==> src/rtl/mux_pkg.sv <==
// +----------------------------------------------------------------------+
// | mux_pkg: shared width default and select encodings for mux_4_3        |
// | Rev 1.0                                                               |
// +----------------------------------------------------------------------+
`default_nettype none

package mux_pkg;

  localparam int unsigned W_DEFAULT = 5;

  localparam logic [1:0] SEL_IN0 = 2'd0;
  localparam logic [1:0] SEL_IN1 = 2'd1;
  localparam logic [1:0] SEL_IN2 = 2'd2;
  localparam logic [1:0] SEL_BAD = 2'd3;

endpackage

`default_nettype wire

==> src/rtl/mux_4_3_sel.sv <==
// +----------------------------------------------------------------------+
// | mux_4_3_sel: purely combinational 3-of-4 select with illegal-code flag|
// | Rev 1.0                                                               |
// +----------------------------------------------------------------------+
`default_nettype none

module mux_4_3_sel
  import mux_pkg::*;
#(
  parameter int unsigned W = W_DEFAULT
) (
  input  logic [W-1:0] in0,
  input  logic [W-1:0] in1,
  input  logic [W-1:0] in2,
  input  logic [1:0]   sel,
  output logic [W-1:0] out,
  output logic         sel_err
);

  always_comb begin
    out     = '0;
    sel_err = 1'b0;
    case (sel)
      SEL_IN0: out = in0;
      SEL_IN1: out = in1;
      SEL_IN2: out = in2;
      SEL_BAD: sel_err = 1'b1;
      // Only reachable with an unknown select; propagate the unknown.
      default: begin
        out     = 'x;
        sel_err = 1'bx;
      end
    endcase
  end

endmodule

`default_nettype wire

==> src/rtl/mux_4_3.sv <==
// +----------------------------------------------------------------------+
// | mux_4_3: 3-input mux with registered copy and sticky select error     |
// | Rev 1.0                                                               |
// +----------------------------------------------------------------------+
`default_nettype none

module mux_4_3
  import mux_pkg::*;
#(
  parameter int unsigned W          = W_DEFAULT,
  parameter bit          SEL_CHK_EN = 1'b0
) (
  input  logic         clk,
  input  logic         reset,
  input  logic [W-1:0] in0,
  input  logic [W-1:0] in1,
  input  logic [W-1:0] in2,
  input  logic [1:0]   sel,
  output logic [W-1:0] out,
  output logic [W-1:0] out_q,
  output logic         sel_err,
  output logic         err_sticky
);

  logic [W-1:0] out_q_q;
  logic [W-1:0] out_q_d;
  logic         err_sticky_q;
  logic         err_sticky_d;

  mux_4_3_sel #(
    .W (W)
  ) u_sel (
    .in0     (in0),
    .in1     (in1),
    .in2     (in2),
    .sel     (sel),
    .out     (out),
    .sel_err (sel_err)
  );

  always_comb begin
    out_q_d      = out;
    err_sticky_d = err_sticky_q | sel_err;
  end

  always_ff @(posedge clk) begin
    if (reset) begin
      out_q_q      <= '0;
      err_sticky_q <= 1'b0;
    end else begin
      out_q_q      <= out_q_d;
      err_sticky_q <= err_sticky_d;
    end
  end

  assign out_q      = out_q_q;
  assign err_sticky = err_sticky_q;

  // Optional runtime check for the illegal select code; no effect on logic.
  generate
    if (SEL_CHK_EN) begin : g_sel_chk
      a_sel_legal : assert property (@(posedge clk) disable iff (reset) sel != SEL_BAD)
        else $error("mux_4_3: illegal select code sampled");
    end
  endgenerate

endmodule

`default_nettype wire

==> config.mk <==
export PLATFORM = sky130hd
export DESIGN_NAME = mux_4_3
export DESIGN_NICKNAME = d
export VERILOG_FILES = /design/src/rtl/mux_pkg.sv /design/src/rtl/mux_4_3_sel.sv /design/src/rtl/mux_4_3.sv
export SDC_FILE = /design/constraint.sdc
export NUM_CORES = 1
export LEC_CHECK = 0
export ABC_AREA = 1
export BUFFER_PORTS_ARGS = -buffer_cell sky130_fd_sc_hd__buf_4
export CORE_AREA = 2 2 39 41
export DETAILED_ROUTE_END_ITERATION = 6
export DIE_AREA = 0 0 41 43
export PLACE_DENSITY = 0.66
export SLEW_MARGIN = 20
export SYNTH_ARGS = -nofsm -noshare
export SYNTH_HDL_FRONTEND = slang
export SYNTH_HIERARCHICAL = 1
export SYNTH_SLANG_ARGS = --single-unit
==> constraint.sdc <==
create_clock -name clk -period 0.85 [get_ports clk]
set_clock_uncertainty 0.1 [all_clocks]
set_input_delay 0.0425 -clock clk [delete_from_list [all_inputs] [get_ports clk]]
set_output_delay 0.0425 -clock clk [all_outputs]
set_load 0.01 [all_outputs]
==> impl_metrics.xml <==
<?xml version="1.0" encoding="UTF-8"?>
<metrics>
  <group name="status">
    <metric name="outcome" unit="">completed</metric>
  </group>
  <group name="global_routing">
    <metric name="grt_start_max_net_pins" unit="">9</metric>
    <metric name="antenna_violations_before_repair" unit="">0</metric>
    <metric name="first_global_vias" unit="">342</metric>
    <metric name="grt.overflow.total" unit="">0</metric>
    <metric name="global_route.usage.total" unit="">0.107</metric>
    <metric name="grt_pass1_wl" unit="mm">1.26</metric>
  </group>
  <group name="sta">
    <metric name="final_critical_period" unit="ns">0.820</metric>
    <metric name="worst_pin_slew" unit="ns">0.126</metric>
    <metric name="timing.max_slew.rel_slack" unit="">0.916</metric>
    <metric name="grt_setup_unrepaired" unit="">false</metric>
    <metric name="hold_viol" unit="">0</metric>
    <metric name="final.period_utilization" unit="">0.965</metric>
    <metric name="max_clock_freq" unit="GHz">1.22</metric>
    <metric name="setup_viol_count_final" unit="">0</metric>
    <metric name="finalSetupTns" unit="ns">0</metric>
    <metric name="finalMaxSlewViolations" unit="">0</metric>
  </group>
  <group name="synthesis">
    <metric name="synth_area" unit="um^2">317</metric>
    <metric name="synth_area_per_cell" unit="um^2">7.03</metric>
    <metric name="synth.cells.most_frequent" unit="">sky130_fd_sc_hd__nand3_1 (15), sky130_fd_sc_hd__nor2_1 (7), sky130_fd_sc_hd__dfxtp_1 (6), sky130_fd_sc_hd__inv_1 (6), sky130_fd_sc_hd__nand2_1 (6)</metric>
    <metric name="async_reset_ff_frac" unit="">0</metric>
    <metric name="yosysWarningCount" unit="">6</metric>
    <metric name="synth.top_cells.by_area" unit="">sky130_fd_sc_hd__dfxtp_1 (38%), sky130_fd_sc_hd__nand3_1 (24%), sky130_fd_sc_hd__nor2_1 (8.3%)</metric>
    <metric name="postSynthRegisterBits" unit="">6</metric>
    <metric name="synth.yosys.seq_area_share" unit="">0.379</metric>
    <metric name="post_synthesis_cell_type_count" unit="">8</metric>
    <metric name="syn_nets" unit="">64</metric>
    <metric name="synth-edff-count" unit="">0</metric>
    <metric name="synth_top_flop_cell" unit="">sky130_fd_sc_hd__dfxtp_1</metric>
    <metric name="synth.largest_area_cell" unit="">sky130_fd_sc_hd__dfxtp_1</metric>
    <metric name="most_repeated_cell_in_the_gate_level_netlist_after_synthesis" unit="">sky130_fd_sc_hd__nand3_1</metric>
    <metric name="synth_top_area_frac" unit="">0.379</metric>
    <metric name="syn_inst" unit="">45</metric>
  </group>
  <group name="clocking">
    <metric name="cts_setup_buffers" unit="">0</metric>
    <metric name="cts_inserted_buffers" unit="">3</metric>
    <metric name="clock_sinks" unit="">6</metric>
    <metric name="cts-root-to-sink-buffers" unit="">2</metric>
    <metric name="h_tree_lvl_count" unit="">1</metric>
    <metric name="clock_latency" unit="ns">0.23</metric>
    <metric name="cts_root_buffer" unit="">sky130_fd_sc_hd__clkbuf_4</metric>
    <metric name="tritoncts_clock_tree" unit="">yes</metric>
    <metric name="cts.clk_slew.worst_paths" unit="ns">0.04</metric>
  </group>
  <group name="finish">
    <metric name="fillers" unit="">157</metric>
    <metric name="utilization" unit="">0.414</metric>
    <metric name="finish.instance_area" unit="um^2">573</metric>
    <metric name="drive_above_1_share" unit="">0.481</metric>
    <metric name="antenna-diode-count" unit="">0</metric>
    <metric name="final_net_count" unit="">98</metric>
    <metric name="area_delta_synth_final" unit="%">81.0</metric>
    <metric name="final_cells" unit="">93</metric>
  </group>
  <group name="floorplanning">
    <metric name="design.die.area" unit="um^2">1760</metric>
    <metric name="initial_utilization" unit="">0.229</metric>
    <metric name="core-area" unit="um^2">1380</metric>
    <metric name="ioPinCount" unit="">31</metric>
    <metric name="die_height" unit="um">43</metric>
    <metric name="die_x" unit="um">41</metric>
    <metric name="num_rows" unit="">14</metric>
  </group>
  <group name="routing">
    <metric name="route.antenna.remaining_nets" unit="">0</metric>
    <metric name="drt_iter0_drc" unit="">2</metric>
    <metric name="drc" unit="">0</metric>
    <metric name="drt_wl_total" unit="um">827</metric>
    <metric name="routed-via-count" unit="">381</metric>
    <metric name="first_pass_iters" unit="">4</metric>
    <metric name="post_drt_via_cell_ratio" unit="">4.10</metric>
    <metric name="route.detailed.wl_per_inst" unit="um">8.89</metric>
  </group>
  <group name="run">
    <metric name="cap_violations" unit="">0</metric>
  </group>
  <group name="worst_setup_path">
    <metric name="critical-path-top-delay-family" unit="">flip-flops</metric>
    <metric name="critical_path_arrival" unit="ns">0.68</metric>
    <metric name="slowest_delay" unit="ns">0.31</metric>
    <metric name="crit_type" unit="">reg2out</metric>
    <metric name="critical_path_buf_inv_count" unit="">1</metric>
    <metric name="end_kind" unit="">output pin</metric>
    <metric name="crit_fanout" unit="">2</metric>
    <metric name="timing.critical_path.cells" unit="">buf_4</metric>
    <metric name="worst-r2r-setup-slack" unit="ns">0.22</metric>
    <metric name="required" unit="ns">0.71</metric>
    <metric name="worst_path_max_delay_cell" unit="">sky130_fd_sc_hd__dfxtp_2</metric>
    <metric name="timing.critical_path.from_type" unit="">flop</metric>
  </group>
  <group name="pwr">
    <metric name="leakagePower" unit="nW">0.319</metric>
    <metric name="pwr_density" unit="nW/um^2">1370</metric>
    <metric name="vdd.ir_drop.worst" unit="mV">0.455</metric>
  </group>
  <group name="placed_design">
    <metric name="dpl.cell_count" unit="">89</metric>
    <metric name="placement.cell_area" unit="um^2">539</metric>
    <metric name="gp_congestion" unit="">0.755</metric>
    <metric name="numPortBuffers" unit="">30</metric>
    <metric name="hpwl" unit="um">738</metric>
  </group>
  <group name="hold_path">
    <metric name="hold_path_class" unit="">in2reg</metric>
  </group>
</metrics>
logic make-up after synthesis:
| group | synth area share |
|---|---|
| AND/OR/NAND/NOR | 0.455 |
| buffers and inverters | 0.166 |
| flip-flops | 0.379 |
through the flow:
stage	power [mW]	hold slack (ns)	worst slack, ns
2_1_floorplan	0.414	0.0149	0.121
3_3_place_gp	0.543	0.150	0.0852
3_5_place_dp	0.545	0.152	0.0718
4_1_cts	0.807	0.0442	0.0106
5_1_grt	0.840	0.0924	0.00898
6_report	0.788	0.0459	0.0295
cell type report:
class	count	area, um^2	area share
Multi-Input combinational cell	29	144	0.251
Inverter	8	30.0	0.0524
Sequential cell	6	121	0.212
Timing Repair Buffer	31	235	0.410
Clock buffer	3	22.5	0.0393
Tap cell	16	20.0	0.0349
sequential cells by signal, indices dropped and copies added (netlist names):
register / flops
err_sticky: 1
out_q: 5
repair_timing:
action,4_1_cts,5_1_grt
hold buffers,1,0
hold endpoints to repair,6,0
resized for setup,0,1
endpoints found under the setup margin,0,1
placed cells by master (no fill, tap or decap):
cell type                       count
sky130_fd_sc_hd__dfxtp_2            1
sky130_fd_sc_hd__nor2_1             7
sky130_fd_sc_hd__inv_1              6
sky130_fd_sc_hd__nand3_1           15
sky130_fd_sc_hd__inv_2              2
sky130_fd_sc_hd__dlygate4sd3_1      1
sky130_fd_sc_hd__buf_4             30
sky130_fd_sc_hd__nand2_1            6
sky130_fd_sc_hd__dfxtp_1            5
sky130_fd_sc_hd__clkbuf_4           3
sky130_fd_sc_hd__nor2_8             1
per-layer routing:
metal | GRT usage | vias to the layer above | part of all wire
li1 | - | 204 | -
met1 | 0.109 | 153 | 0.35
met2 | 0.163 | 24 | 0.51
met3 | 0.0157 | 0 | 0.13
met4 | 0.120 | 0 | 0
met5 | 0 | - | 0
power breakdown:
group | leakage [nW] | switching [mW] | internal [mW]
registers | 0.0499 | 0.00504 | 0.302
logic | 0.255 | 0.104 | 0.130
clock network | 0.0138 | 0.0883 | 0.159
total | 0.319 | 0.197 | 0.591
path summary, 6_finish.rpt:
path | start | endpoint | cells past startpoint
max | err_sticky$_SDFF_PP0_ | err_sticky | 1
min | in0[0] | out_q[0]$_SDFF_PP0_ | 5
max reg2reg | err_sticky$_SDFF_PP0_ | err_sticky$_SDFF_PP0_ | 2
min reg2reg | err_sticky$_SDFF_PP0_ | err_sticky$_SDFF_PP0_ | 2
(Power assumes the default switching activity.)
